<file path="config.mk">
export PLATFORM = sky130hd
export DESIGN_NAME = adc_acq_controller
export DESIGN_NICKNAME = d
export VERILOG_FILES = /design/src/rtl/adc_acq_controller.sv
export SDC_FILE = /design/constraint.sdc
export NUM_CORES = 1
export LEC_CHECK = 0
export BUFFER_PORTS_ARGS = -buffer_cell sky130_fd_sc_hd__buf_4
export CAP_MARGIN = 20
export CELL_PAD_IN_SITES_DETAIL_PLACEMENT = 0
export CELL_PAD_IN_SITES_GLOBAL_PLACEMENT = 1
export CORE_MARGIN = 5
export CORE_UTILIZATION = 41
export DETAILED_ROUTE_END_ITERATION = 12
export PLACE_DENSITY = 0.84
export SYNTH_ARGS = -nofsm -noshare
export SYNTH_HDL_FRONTEND = slang
export SYNTH_SLANG_ARGS = --single-unit
</file>
<file path="constraint.sdc">
create_clock -name i_sys_clock -period 4.2 [get_ports i_sys_clock]
set_clock_uncertainty 0.1 [all_clocks]
set_input_delay 1.26 -clock i_sys_clock [delete_from_list [all_inputs] [get_ports i_sys_clock]]
set_output_delay 1.26 -clock i_sys_clock [all_outputs]
set_load 0.1 [all_outputs]
</file>
<file path="src/rtl/adc_acq_controller.sv">
// ADC acquisition sequencer: arm, optional ch1 level trigger,
// decimated capture of {ch2, ch1} pairs into a sample buffer.
`timescale 1ns/1ps

module adc_acq_controller #(
    parameter int DATA_SIZE  = 16,
    parameter int ADDR_SIZE  = 10,
    parameter int DECIM_SIZE = 16
) (
    input  logic                   i_sys_clock,
    input  logic                   i_reset,
    input  logic                   i_init_done,
    input  logic [DATA_SIZE-1:0]   i_data_ch1,
    input  logic [DATA_SIZE-1:0]   i_data_ch2,
    input  logic                   i_start,
    input  logic                   i_abort,
    input  logic                   i_trig_enable,
    input  logic [DATA_SIZE-1:0]   i_trig_level,
    input  logic [DECIM_SIZE-1:0]  i_decimation,
    input  logic [ADDR_SIZE-1:0]   i_num_samples,
    output logic                   o_wr_en,
    output logic [ADDR_SIZE-1:0]   o_wr_addr,
    output logic [2*DATA_SIZE-1:0] o_wr_data,
    output logic                   o_busy,
    output logic                   o_triggered,
    output logic                   o_done,
    output logic                   o_error
);

    typedef enum logic [1:0] {
        IDLE,
        WAIT_INIT,
        ARMED,
        CAPTURE
    } state_t;

    state_t state;

    // configuration captured on an accepted start
    logic                         trig_en_q;
    logic signed [DATA_SIZE-1:0]  level_q;
    logic [DECIM_SIZE-1:0]        decim_q;
    logic [ADDR_SIZE-1:0]         num_q;

    logic [DECIM_SIZE-1:0]        dec_cnt;
    logic [ADDR_SIZE-1:0]         index;
    logic [ADDR_SIZE-1:0]         last_index;
    logic signed [DATA_SIZE-1:0]  prev_ch1;
    logic                         prev_valid;

    logic strobe;
    logic crossing;
    logic take;
    logic last;

    // the decimation counter only runs while samples are being looked at
    assign strobe = ((state == ARMED && trig_en_q) || state == CAPTURE)
                    && (dec_cnt == '0);

    // first strobe in ARMED leaves prev_valid low, so it can only prime
    assign crossing = prev_valid
                      && (prev_ch1 < level_q)
                      && ($signed(i_data_ch1) >= level_q);

    // a sample is stored on a capture strobe, or on the triggering strobe
    assign take = strobe && !i_abort && i_init_done
                  && ((state == CAPTURE) || crossing);

    // count 0 wraps to all-ones, i.e. a full 2^ADDR_SIZE capture
    assign last_index = num_q - ADDR_SIZE'(1);
    assign last       = (index == last_index);

    // decimation counter: reload on strobe, otherwise count down
    always_ff @(posedge i_sys_clock) begin
        if (i_reset) begin
            dec_cnt <= '0;
        end else if ((state == ARMED && trig_en_q) || state == CAPTURE) begin
            if (dec_cnt == '0) begin
                dec_cnt <= decim_q;
            end else begin
                dec_cnt <= dec_cnt - DECIM_SIZE'(1);
            end
        end else begin
            dec_cnt <= '0;
        end
    end

    // sequencer state, buffer write port and sticky status flags
    always_ff @(posedge i_sys_clock) begin
        if (i_reset) begin
            state       <= IDLE;
            o_wr_en     <= 1'b0;
            o_wr_addr   <= '0;
            o_wr_data   <= '0;
            o_busy      <= 1'b0;
            o_triggered <= 1'b0;
            o_done      <= 1'b0;
            o_error     <= 1'b0;
            trig_en_q   <= 1'b0;
            level_q     <= '0;
            decim_q     <= '0;
            num_q       <= '0;
            index       <= '0;
            prev_ch1    <= '0;
            prev_valid  <= 1'b0;
        end else begin
            o_wr_en <= take;
            if (take) begin
                o_wr_addr <= index;
                o_wr_data <= {i_data_ch2, i_data_ch1};
                index     <= index + ADDR_SIZE'(1);
            end

            case (state)
                IDLE: begin
                    if (i_start && !i_abort) begin
                        trig_en_q   <= i_trig_enable;
                        level_q     <= $signed(i_trig_level);
                        decim_q     <= i_decimation;
                        num_q       <= i_num_samples;
                        o_done      <= 1'b0;
                        o_triggered <= 1'b0;
                        o_error     <= 1'b0;
                        o_busy      <= 1'b1;
                        state       <= WAIT_INIT;
                    end
                end

                WAIT_INIT: begin
                    if (i_abort) begin
                        state  <= IDLE;
                        o_busy <= 1'b0;
                    end else if (i_init_done) begin
                        state      <= ARMED;
                        index      <= '0;
                        prev_valid <= 1'b0;
                    end
                end

                ARMED: begin
                    if (i_abort) begin
                        state  <= IDLE;
                        o_busy <= 1'b0;
                    end else if (!i_init_done) begin
                        state   <= IDLE;
                        o_busy  <= 1'b0;
                        o_error <= 1'b1;
                    end else if (!trig_en_q) begin
                        state       <= CAPTURE;
                        o_triggered <= 1'b1;
                    end else if (take) begin
                        o_triggered <= 1'b1;
                        if (last) begin
                            state  <= IDLE;
                            o_busy <= 1'b0;
                            o_done <= 1'b1;
                        end else begin
                            state <= CAPTURE;
                        end
                    end else if (strobe) begin
                        prev_ch1   <= $signed(i_data_ch1);
                        prev_valid <= 1'b1;
                    end
                end

                CAPTURE: begin
                    if (i_abort) begin
                        state  <= IDLE;
                        o_busy <= 1'b0;
                    end else if (!i_init_done) begin
                        state   <= IDLE;
                        o_busy  <= 1'b0;
                        o_error <= 1'b1;
                    end else if (take && last) begin
                        state  <= IDLE;
                        o_busy <= 1'b0;
                        o_done <= 1'b1;
                    end
                end

                default: begin
                    state  <= IDLE;
                    o_busy <= 1'b0;
                end
            endcase
        end
    end

endmodule

</file>
## Yosys cells after proc, flatten, opt, wreduce, memory -nomap -nowiden

Cells that the tools add are included.

- Output and inout port bits: 47
- Register bits after elaboration: 135
- Word-level logic and storage cells: 133

- Reduce and logical (&&, ||, !) cells: 28
- Bitwise logic cells: 3
- Equal/unequal tests: 27
- Magnitude comparators: 2
- Muxes and demuxes: 54
- Add/subtract/negate cells: 3

Operator list:

| cell | number |
|---|---|
| $mux W10 | 4 |
| $mux W1 | 32 |
| $ne A2 B2 Y1 const B | 15 |
| $mux W2 | 11 |
| $ge A16 B16 Y1 | 1 |
| $logic_not A16 Y1 | 1 |
| $lt A16 B16 Y1 | 1 |
| $mux W16 | 1 |
| $sub A16 B1 Y16 const B | 1 |
| $ne A4 B4 Y1 const B | 3 |
| $reduce_and A6 Y1 | 2 |
| $add A10 B1 Y10 const B | 1 |
| $eq A10 B10 Y1 | 1 |
| $reduce_and A10 Y1 | 1 |
| $sub A10 B1 Y10 const B | 1 |
| $logic_and A1 B1 Y1 | 9 |
| $pmux W2 S4 | 1 |
| $reduce_and A4 Y1 | 2 |
| $reduce_and A8 Y1 | 1 |
| $ne A3 B3 Y1 const B | 2 |
| $pmux W1 S2 | 3 |
| $reduce_bool A2 Y1 | 3 |
| $ne A5 B5 Y1 const B | 1 |
| $reduce_and A5 Y1 | 1 |
| 13 further kinds | 18 |

## Longest topological paths before layout

Gate-level depths: netlist of the first run.

- Depth after elaboration: 12
- Depth in mapped cells: 12
- Gate-level depth less buffers: 9

## Worst setup path before layout of the first run

No wires, ideal clock.

- Path kind: input to register
- Start point: in i_data_ch1[13]
- End point: reg prev_valid
- Data arrival time: 3407 ps
- Setup slack: 578 ps
- Required time: 3985 ps
- Stages on the path: 11
- Cells stage by stage: ha_1 -> a21o_1 -> a21o_1 -> a21o_1 -> a221o_1 -> mux2_4 -> buf_6 -> o211a_1 -> buf_6 -> buf_6 -> o21a_1

- Word-level cells in the longest chain between the ends: 6

Ends and longest elaborated chain:

| element | line | text |
|---|---|---|
| start: declaration | 13 | `input logic [DATA_SIZE-1:0] i_data_ch1,` |
| $ge A16 B16 Y1 | 63 | `&& ($signed(i_data_ch1) >= level_q);` |
| $logic_and A1 B1 Y1 | 63 |  |
| $logic_or A1 B1 Y1 | 67 | `&& ((state == CAPTURE) \|\| crossing);` |
| $logic_and A1 B1 Y1 | 67 |  |
| $ne A2 B2 Y1 (no line) | - |  |
| $reduce_and A8 Y1 (no line) | - |  |
| end signal: assignment | 105 | `prev_valid <= 1'b0;` |
| end signal: assignment | 136 | `prev_valid <= 1'b0;` |
| end signal: assignment | 162 | `prev_valid <= 1'b1;` |
| end: declaration | 49 | `logic prev_valid;` |

No other way between the ends.
A chain may end at the register's enable or synchronous reset.

## Worst setup path in the final report of the first run

- Start point: in i_data_ch1[15]
- End point: reg o_wr_data[18]

- Word-level cells in the longest chain between the ends: 4

Ends and longest elaborated chain:

| element | line | text |
|---|---|---|
| $ge A16 B16 Y1 | 63 |  |
| $logic_and A1 B1 Y1 | 63 |  |
| $logic_or A1 B1 Y1 | 67 |  |
| $logic_and A1 B1 Y1 | 67 |  |
| end signal: assignment | 110 | `o_wr_data <= {i_data_ch2, i_data_ch1};` |
| end: declaration | 23 | `output logic [2*DATA_SIZE-1:0] o_wr_data,` |

No other way between the ends.

==> impl_metrics.yaml, run 1 <==
routing:
  dr.first_iter.drc_count: 301
  drt_first_pass_iters: 4
  drc: 0
  vias_per_cell: 5.071
  wl_per_cell_um: 14.67
  vias: 6060
  drt-total-wl_um: 17540
  ant_nets: 0
power_and_ir_drop:
  power_w: 0.003452
  switchingPower_w: 0.0008549
  seq_power_share_pct: 39.1
  clock_power_share_pct: 48.3
  p_comb_share_pct: 12.6
  internal_power_w: 0.002597
  ir_drop_v: 0.0002847
  power_per_cell_area_mw_per_mm2: 397.0
  p_leak_nw: 3.464
  switching_share_pct: 24.76
cells_and_area:
  final-seq-area_sq_mm: 0.002703
  final_cells: 1195
  syn2layout_area_growth_pct: 25.22
  drive_above_1_share_pct: 19.18
  insertedDiodeCount: 0
  nNetsFinal: 1077
  fillCellCount: 1590
  multi_input_area_sq_mm: 0.003906
critical_path:
  end_kind: "register"
  cpMostUsedCell: "buf_4"
  cp_slowest_cell: "or2_1"
  critical_path.cell_chain: "buf_4, ha_1, nand4_1, nor4_2, a21boi_1, and3_1, mux2_4, or2_1, buf_4, o21ai_1"
  worst-path-buf-inv: 2
  critical_path_class: "in -> reg"
  cp_top_family: "simple AND/OR/NAND/NOR gates"
  path_max_fanout: 17
  reg2reg_from: "level_q[15]"
  worst_ep_arrival_time_ps: 3840
  r2r_setup_slack_ps: 1150
  startpoint_type: "input port"
  critPathMaxStageDelay_ps: 460
  timing.rr.end: "o_wr_data[18]"
  crit_required_ps: 4450
  rr_worst_depth: 10
synthesis:
  ys_types: 57
  syn_avg_cell_area_sq_um: 8.076
  synth-main-ff-cell: "dfxtp_1"
  synth_top_area_share_pct: 38.91
  synth_warnings: 0
  seq_area_frac_synth_pct: 38.91
  netlist.top_cell.by_area: "dfxtp_1"
  synth_nets: 975
  synth_cells: 860
  ys_ff_latch: 135
  syn_area_sq_mm: 0.006945
  synth_edf_count: 0
  synthTopCellsByArea: "dfxtp_1 (39%), nand2_1 (6.7%), ha_1 (6.3%)"
  ys_async_sr_fraction_pct: 0
placement:
  place_inst: 1163
  io_buffers: 126
  dp_worst_setup_slack_ps: 223.8
  place_congestion: 0.8178
  place_hpwl_um: 12310
timing:
  drv_slew: 0
  fmax_mhz: 277.9
  fin_crit_ps: 3598
  final.setup.worst_slack_ps: 602.1
  tns_ps: 0
  max_slew_margin_pct: 47.91
  final-hold-violation-count: 0
  setup_viol: 0
  worst_pin_slew_ps: 781.4
  hold_slack_ps: 354.3
  post-route-period-util_pct: 85.67
  grt_setup_unrepaired: "no"
clock_network:
  clk_pin_slew_ps: 60
  htree_num_levels: 4
  clockRootBuffer: "clkbuf_16"
  clock_path_buffers: 2
  cts-hold-fix-buffers: 0
  cts_buffers: 17
  clock_latency_ps: 420
  post_cts_resized: 0
  cts_tree: "done"
  post_cts_buffers: 0
  cts_sinks: 135
die:
  die_h_um: 140.2
  start_util_pct: 41.88
  io_pins: 127
  die_x_um: 140.2
  dieArea_sq_mm: 0.01964
  core-area_sq_mm: 0.01658
  placementRows: 47
hold_path:
  hp-class: "reg -> reg"
  min_to: "decim_q[3]"
  holdPathStages: 2
  min_from: "decim_q[3]"
global_routing:
  grt_pass1_vias: 5702
  grt_max_degree: 86
  grt_usage_pct: 17.54
  antenna_found_initial: 0
  grt_pass1_wl_um: 28600
  grt.overflow.total: 0
job:
  drv_cap: 0
outcome:
  status: "completed"
-- through the flow --
stage                     utilization, %  area, sq um
final                              52.44         8697
after global routing               52.44         8697
after CTS                          52.44         8697
after detailed placement           48.44         8033
after global placement             48.44         8033
after floorplan                        -         6945
-- worst min-delay path: cells and delay by family, from the launching register on --
kind            cells  cell delay, ps
compound gates      1              50
flops               1             300
simple gates        1              50
-- layout by cell type, fill, tap and decap left out, types with 5 or more instances in the layout --
cell and instances:
buf_4 139, dfxtp_1 135, nand2_1 124, nand2b_1 64, a21oi_1 62, o21ai_0 53, nor2b_1 47, o21ai_1 42
nor2_1 41, ha_1 35, inv_1 28, mux2i_1 26, clkbuf_16 17, a211oi_1 16, nand3_1 12, xnor2_1 12
nand4_1 9, xor2_1 9, nor3_1 8, or3_1 7, or2_2 7, nor4_1 6, a21o_1 5, bufinv_16 5
-- worst max path at each step --
stage / start / to / slack, ps / depth (start not counted)
after floorplan: i_data_ch1[13] / prev_valid / 580 / 11
after global placement: i_data_ch1[13] / o_wr_data[11] / 310 / 10
after detailed placement: i_data_ch1[15] / o_wr_data[18] / 220 / 10
after CTS: i_data_ch1[15] / o_wr_data[2] / 620 / 10
after global routing: i_data_ch1[15] / o_wr_data[26] / 440 / 10
final: i_data_ch1[15] / o_wr_data[18] / 600 / 10
-- state kept, by name (all words and copies together), names as in the netlist --
name / count
o_wr_en: 1
dec_cnt: 16
o_wr_addr: 10
trig_en_q: 1
o_wr_data: 32
o_done: 1
o_triggered: 1
o_error: 1
state: 2
prev_ch1: 16
level_q: 16
index: 10
num_q: 10
o_busy: 1
decim_q: 16
prev_valid: 1
-- Yosys cell counts, drive strengths merged, types with 3 or more instances --
cell / number
a211oi: 16
a21o: 5
a21oi: 62
a22oi: 3
a31oi: 3
buf: 12
clkbuf: 44
dfxtp: 135
ha: 35
inv: 28
mux2i: 26
nand2: 124
nand2b: 64
nand3: 12
nand4: 9
nor2: 41
nor2b: 47
nor3: 9
nor4: 10
o21ai: 95
o311ai: 3
o31ai: 4
or2: 8
or3: 7
or4: 3
xnor2: 12
xor2: 9
-- power by group through the flow --
stage	clock, W	sequential (W)	combinational, W
after floorplan	0	0.00138	0.000289
after global placement	0	0.00138	0.000434
after CTS	0.00170	0.00135	0.000438
after detailed placement	0	0.00138	0.000436
after global routing	0.00176	0.00135	0.000488
final	0.00167	0.00135	0.000435
-- final cells by class --
type	instances	area share (%)
Clock buffer	21	5.409
Clock inverter	11	2.230
Inverter	28	1.208
Multi-Input combinational cell	641	44.91
Sequential cell	135	31.07
Tap cell	220	3.165
Timing Repair Buffer	139	12.00
-- kinds of logic (layout without fill, tap and decap cells) --
group,count (synthesis),in the layout,share of synthesized area [%]
muxes,27,27,3.963
buffers and inverters,84,199,4.918
adders and majority gates,35,35,6.305
xor gates and xnor gates,21,21,2.648
AOI/OAI and AO/OA,212,212,17.73
DFF,135,135,38.91
and+or+nand+nor,346,346,25.53
-- layer usage --
layer  wire length (um)  vias up  GRT usage [%]  part of all wire [%]
li1                   -     3158              -                     -
met2               7654      132          25.68                    44
met5                  0        -              0                     0
met4                256        0          5.354                   1.5
met1               8749     2749          25.13                    50
met3                875       21          4.840                   5.0
No activity file was read; power rests on OpenSTA's default activity.
==> inputs of run 2 (changes only) <==
- CORE_ASPECT_RATIO: unset -> 0.8
==> run 2 against run 1 <==
Compared with the run above:
- flip-flop and latch count stayed put
- global-route usage up 0.70 points
- die area about the same
- highest routed layer unchanged
==> impl_metrics.yaml, run 2 (synthesis results as in run 1) <==
timing:
  worst_pin_slew_ps: 576.9
  final-hold-violation-count: 0
  post-route-period-util_pct: 83.81
  grt_setup_unrepaired: "no"
  max_slew_margin_pct: 61.54
  final.setup.worst_slack_ps: 679.9
  fin_crit_ps: 3520
  tns_ps: 0
  drv_slew: 0
  setup_viol: 0
  fmax_mhz: 284.1
cells_and_area:
  regMostFlops: "o_wr_data"
  fillCellCount: 1671
  mostFrequentLayoutCell: "buf_4"
  drive_above_1_share_pct: 18.62
  design_area_sq_mm: 0.008578
  final_cell_mix: "buf_4 (137), dfxtp_1 (135), nand2_1 (124)"
  insertedDiodeCount: 0
  largest_reg_flops: 32
  syn2layout_area_growth_pct: 23.51
  nNetsFinal: 1076
power_and_ir_drop:
  p_leak_nw: 3.400
  p_comb_share_pct: 13.8
  clock_power_share_pct: 43.6
  seq_power_share_pct: 42.6
  power_per_cell_area_mw_per_mm2: 369.4
  internal_power_w: 0.002333
  switchingPower_w: 0.0008358
  ir_drop_v: 0.0003236
  switching_share_pct: 26.38
routing:
  drt-total-wl_um: 17810
  vias: 6086
  wl_per_cell_um: 14.94
  vias_per_cell: 5.106
  dr.first_iter.drc_count: 349
  ant_nets: 0
  drc: 0
  drt_first_pass_iters: 5
clock_network:
  cts-hold-fix-buffers: 0
  clock_path_buffers: 2
  cts_sinks: 135
  clockRootBuffer: "clkbuf_16"
  post_cts_resized: 0
  cts_tree: "done"
  clk_pin_slew_ps: 60
  clock_latency_ps: 420
  cts_buffers: 17
  post_cts_buffers: 0
  htree_num_levels: 4
critical_path:
  critical_path_class: "in -> reg"
  worst-path-buf-inv: 2
  worst_ep_arrival_time_ps: 3770
  end_kind: "register"
  path_max_fanout: 17
  cp_top_family: "simple AND/OR/NAND/NOR gates"
  startpoint: "i_data_ch1[15]"
  critical_path.cell_chain: "buf_4, ha_1, nand4_1, nor4_2, a21boi_1, and3_1, mux2_4, or2_1, buf_4, o21ai_1"
  startpoint_type: "input port"
  cpMostUsedCell: "buf_4"
  cp_slowest_cell: "or2_1"
  critPathMaxStageDelay_ps: 420
  crit_required_ps: 4450
  reg2reg_from: "level_q[15]"
hold_path:
  hp-class: "reg -> reg"
  min_from: "level_q[3]"
die:
  start_util_pct: 41.82
  die_x_um: 155.5
  placementRows: 42
  die_h_um: 126.4
  dieArea_sq_mm: 0.01966
  core-area_sq_mm: 0.01661
  io_pins: 127
placement:
  dp_worst_setup_slack_ps: 256.5
  place_congestion: 0.8271
  io_buffers: 126
  place_hpwl_um: 12560
  placed_area_sq_mm: 0.008038
global_routing:
  grt_pass1_vias: 5834
  grt_usage_pct: 18.24
  grt.overflow.total: 0
  grt_pass1_wl_um: 29190
  grt_max_degree: 109
  antenna_found_initial: 0
outcome:
  status: "completed"
job:
  drv_cap: 0
run 2: metal layers:
metal  GRT usage [%]  vias up  part of all wire (%)
met5               0        -                     0
met4           4.478        0                   1.1
met3           5.822       14                   6.6
met2           27.94      112                    44
met1           25.06     2808                    48
li1                -     3152                     -
run 2: worst paths after layout:
check | endpoint | slack [ps] | cells past startpoint
hold / removal | level_q[3] | 350 | 2
setup / recovery | o_wr_data[31] | 680 | 10
setup reg to reg | o_wr_data[31] | 920 | 11
hold reg to reg | level_q[3] | 350 | 2
run 2: power groups by stage:
stage | clock network, W | registers [W] | logic [W]
after detailed placement | 0 | 0.00138 | 0.000436
final | 0.00138 | 0.00135 | 0.000437
after CTS | 0.00141 | 0.00135 | 0.000439
after floorplan | 0 | 0.00138 | 0.000289
after global routing | 0.00147 | 0.00136 | 0.000494
after global placement | 0 | 0.00138 | 0.000433
run 2: worst reg2reg max path, cell delays in order (launching register included):
cell and delay, ps:
dfxtp_1 350, inv_1 110, ha_1 340, nand4_1 170, nor4_1 350, a31oi_1 180, a21oi_1 140, nand4b_1 130
buf_4 440, or2_1 450, buf_4 310, o21ai_1 110
run 2: through the flow:
stage                     utilization, %  power (W)  hold slack [ps]  instances
after global routing               51.66   0.003319            366.2       1192
after global placement             48.40   0.001811            342.9       1162
after CTS                          51.66   0.003203            354.7       1192
final                              51.66   0.003169            351.7       1192
after floorplan                        -   0.001668            333.2        860
after detailed placement           48.40   0.001814            347.5       1162
run 2: final cells by class:
| class | count | area, sq um | area share [%] |
|---|---|---|---|
| inverters | 28 | 105.1 | 1.225 |
| repair buffers | 138 | 1049 | 12.22 |
| clock buffers | 23 | 467.9 | 5.455 |
| well taps | 220 | 275.3 | 3.209 |
| flip-flops and latches | 135 | 2703 | 31.51 |
| multi-input cells | 641 | 3906 | 45.54 |
| clock inverters | 7 | 72.57 | 0.8460 |
==> inputs of run 3 (changes only) <==
- clock period: 4.2 -> 3.45 ns (I/O delays scaled with it)
==> run 3 against run 2 <==
Compared with the run above:
- cell count increased by 0.67%
- global-route usage decreased by 0.098 points
- flip-flop and latch count unchanged
- critical path type unchanged
- highest routed layer unchanged
==> impl_metrics.yaml, run 3 (synthesis results as in run 1) <==
cells_and_area:
  nNetsFinal: 1082
  regMostFlops: "o_wr_data"
  mostFrequentLayoutCell: "buf_4"
  insertedDiodeCount: 0
  fin_util_pct: 52.89
  drive_above_1_share_pct: 19.18
  final_cell_mix: "buf_4 (139), dfxtp_1 (135), nand2_1 (124)"
  largest_reg_flops: 32
  design_area_sq_mm: 0.008782
  syn2layout_area_growth_pct: 26.45
timing:
  fmax_mhz: 318.3
  final-hold-violation-count: 0
  post-route-period-util_pct: 91.07
  final.setup.worst_slack_ps: 308.1
  fin_crit_ps: 3142
  worst_pin_slew_ps: 766.2
  hold_slack_ps: 354.0
  drv_slew: 0
  grt_setup_unrepaired: "no"
  max_slew_margin_pct: 48.92
  setup_viol: 0
critical_path:
  startpoint: "i_data_ch1[15]"
  timing.rr.end: "o_wr_data[0]"
  crit_required_ps: 3690
  critical_path_class: "in -> reg"
  end_kind: "register"
  rr_worst_depth: 10
  startpoint_type: "input port"
  path_max_fanout: 21
  reg2reg_from: "level_q[15]"
  worst_ep_arrival_time_ps: 3380
  r2r_setup_slack_ps: 580
routing:
  drt_first_pass_iters: 5
  ant_nets: 0
  drc: 0
  dr.first_iter.drc_count: 351
  drt-total-wl_um: 17710
  wl_per_cell_um: 14.76
  vias: 6100
  vias_per_cell: 5.083
outcome:
  status: "completed"
hold_path:
  hp-class: "reg -> reg"
  min_from: "level_q[12]"
  holdPathStages: 2
  min_to: "level_q[12]"
clock_network:
  cts-hold-fix-buffers: 0
  cts_sinks: 135
  clock_path_buffers: 2
  post_cts_buffers: 0
  clk_pin_slew_ps: 60
  htree_num_levels: 4
  clockRootBuffer: "clkbuf_16"
  post_cts_resized: 0
  clock_latency_ps: 430
  cts_tree: "done"
  cts_buffers: 17
die:
  core-area_sq_mm: 0.01661
  io_pins: 127
  dieArea_sq_mm: 0.01966
  die_x_um: 155.5
  start_util_pct: 41.82
  die_h_um: 126.4
  placementRows: 42
power_and_ir_drop:
  p_leak_nw: 3.504
  power_per_cell_area_mw_per_mm2: 478.6
  ir_drop_v: 0.0003097
global_routing:
  grt_usage_pct: 18.14
  grt.overflow.total: 0
  antenna_found_initial: 0
  grt_max_degree: 98
  grt_pass1_wl_um: 29080
  grt_pass1_vias: 5830
placement:
  placed_area_sq_mm: 0.008133
  place_hpwl_um: 12670
  io_buffers: 126
  dp_worst_setup_slack_ps: -90.25
  place_congestion: 0.8212
job:
  drv_cap: 0
==> run 3: cell count changes in the layout (fill, tap and decap cells not counted), sizes merged <==
cell	before	now
buf	138	144
clkbuf	23	25
clkinv	3	1
bufinv	1	5
clkinvlp	2	0
==> run 3: stage by stage <==
stage,setup TNS (ps),power (W),instances
3_3_place_gp,-469.7,0.002223,1168
6_report,0,0.004203,1200
2_1_floorplan,0,0.002031,860
3_5_place_dp,-2148,0.002227,1168
4_1_cts,0,0.004245,1200
5_1_grt,0,0.004391,1200
==> run 3: final cells by class <==
cell class	count	area [sq um]
multi-input combinational	641	3906
tap	220	275.3
fill	1644	7824
inverter	28	105.1
timing repair buffer	144	1144
clock buffer	25	485.5
clock inverter	7	163.9
sequential	135	2703
==> run 3: how the worst max path moves through the flow <==
stage,endpoint,cells after the start
after floorplan,prev_valid,11
after global placement,index[4],10
after detailed placement,index[4],10
after CTS,o_wr_data[0],10
after global routing,o_wr_data[1],10
final,o_wr_data[0],10
==> run 3: critical path: stages <==
cell and delay [ps]:
buf_4 120, ha_1 290, nand4_1 170, nor4_2 380, a21boi_1 140, and3_1 200, mux2_4 320, or2_1 350
buf_12 200, o21ai_0 160
==> run 3: report_power, final <==
part           switching, W  leakage, nW  total (W)  internal, W
Clock              0.000668        0.316    0.00201      0.00134
Sequential        0.0000427         1.09    0.00164      0.00160
Combinational      0.000314         2.10   0.000550     0.000235
Total               0.00102         3.50    0.00420      0.00318
==> run 3: per-layer routing <==
metal	vias to the layer above	share of wire, %	track usage, %	wire length (um)
li1	3165	-	-	-
met2	111	45	27.48	8007
met1	2816	49	25.43	8695
met5	-	0	0	0
met3	8	4.8	5.141	858
met4	0	0.86	4.838	152
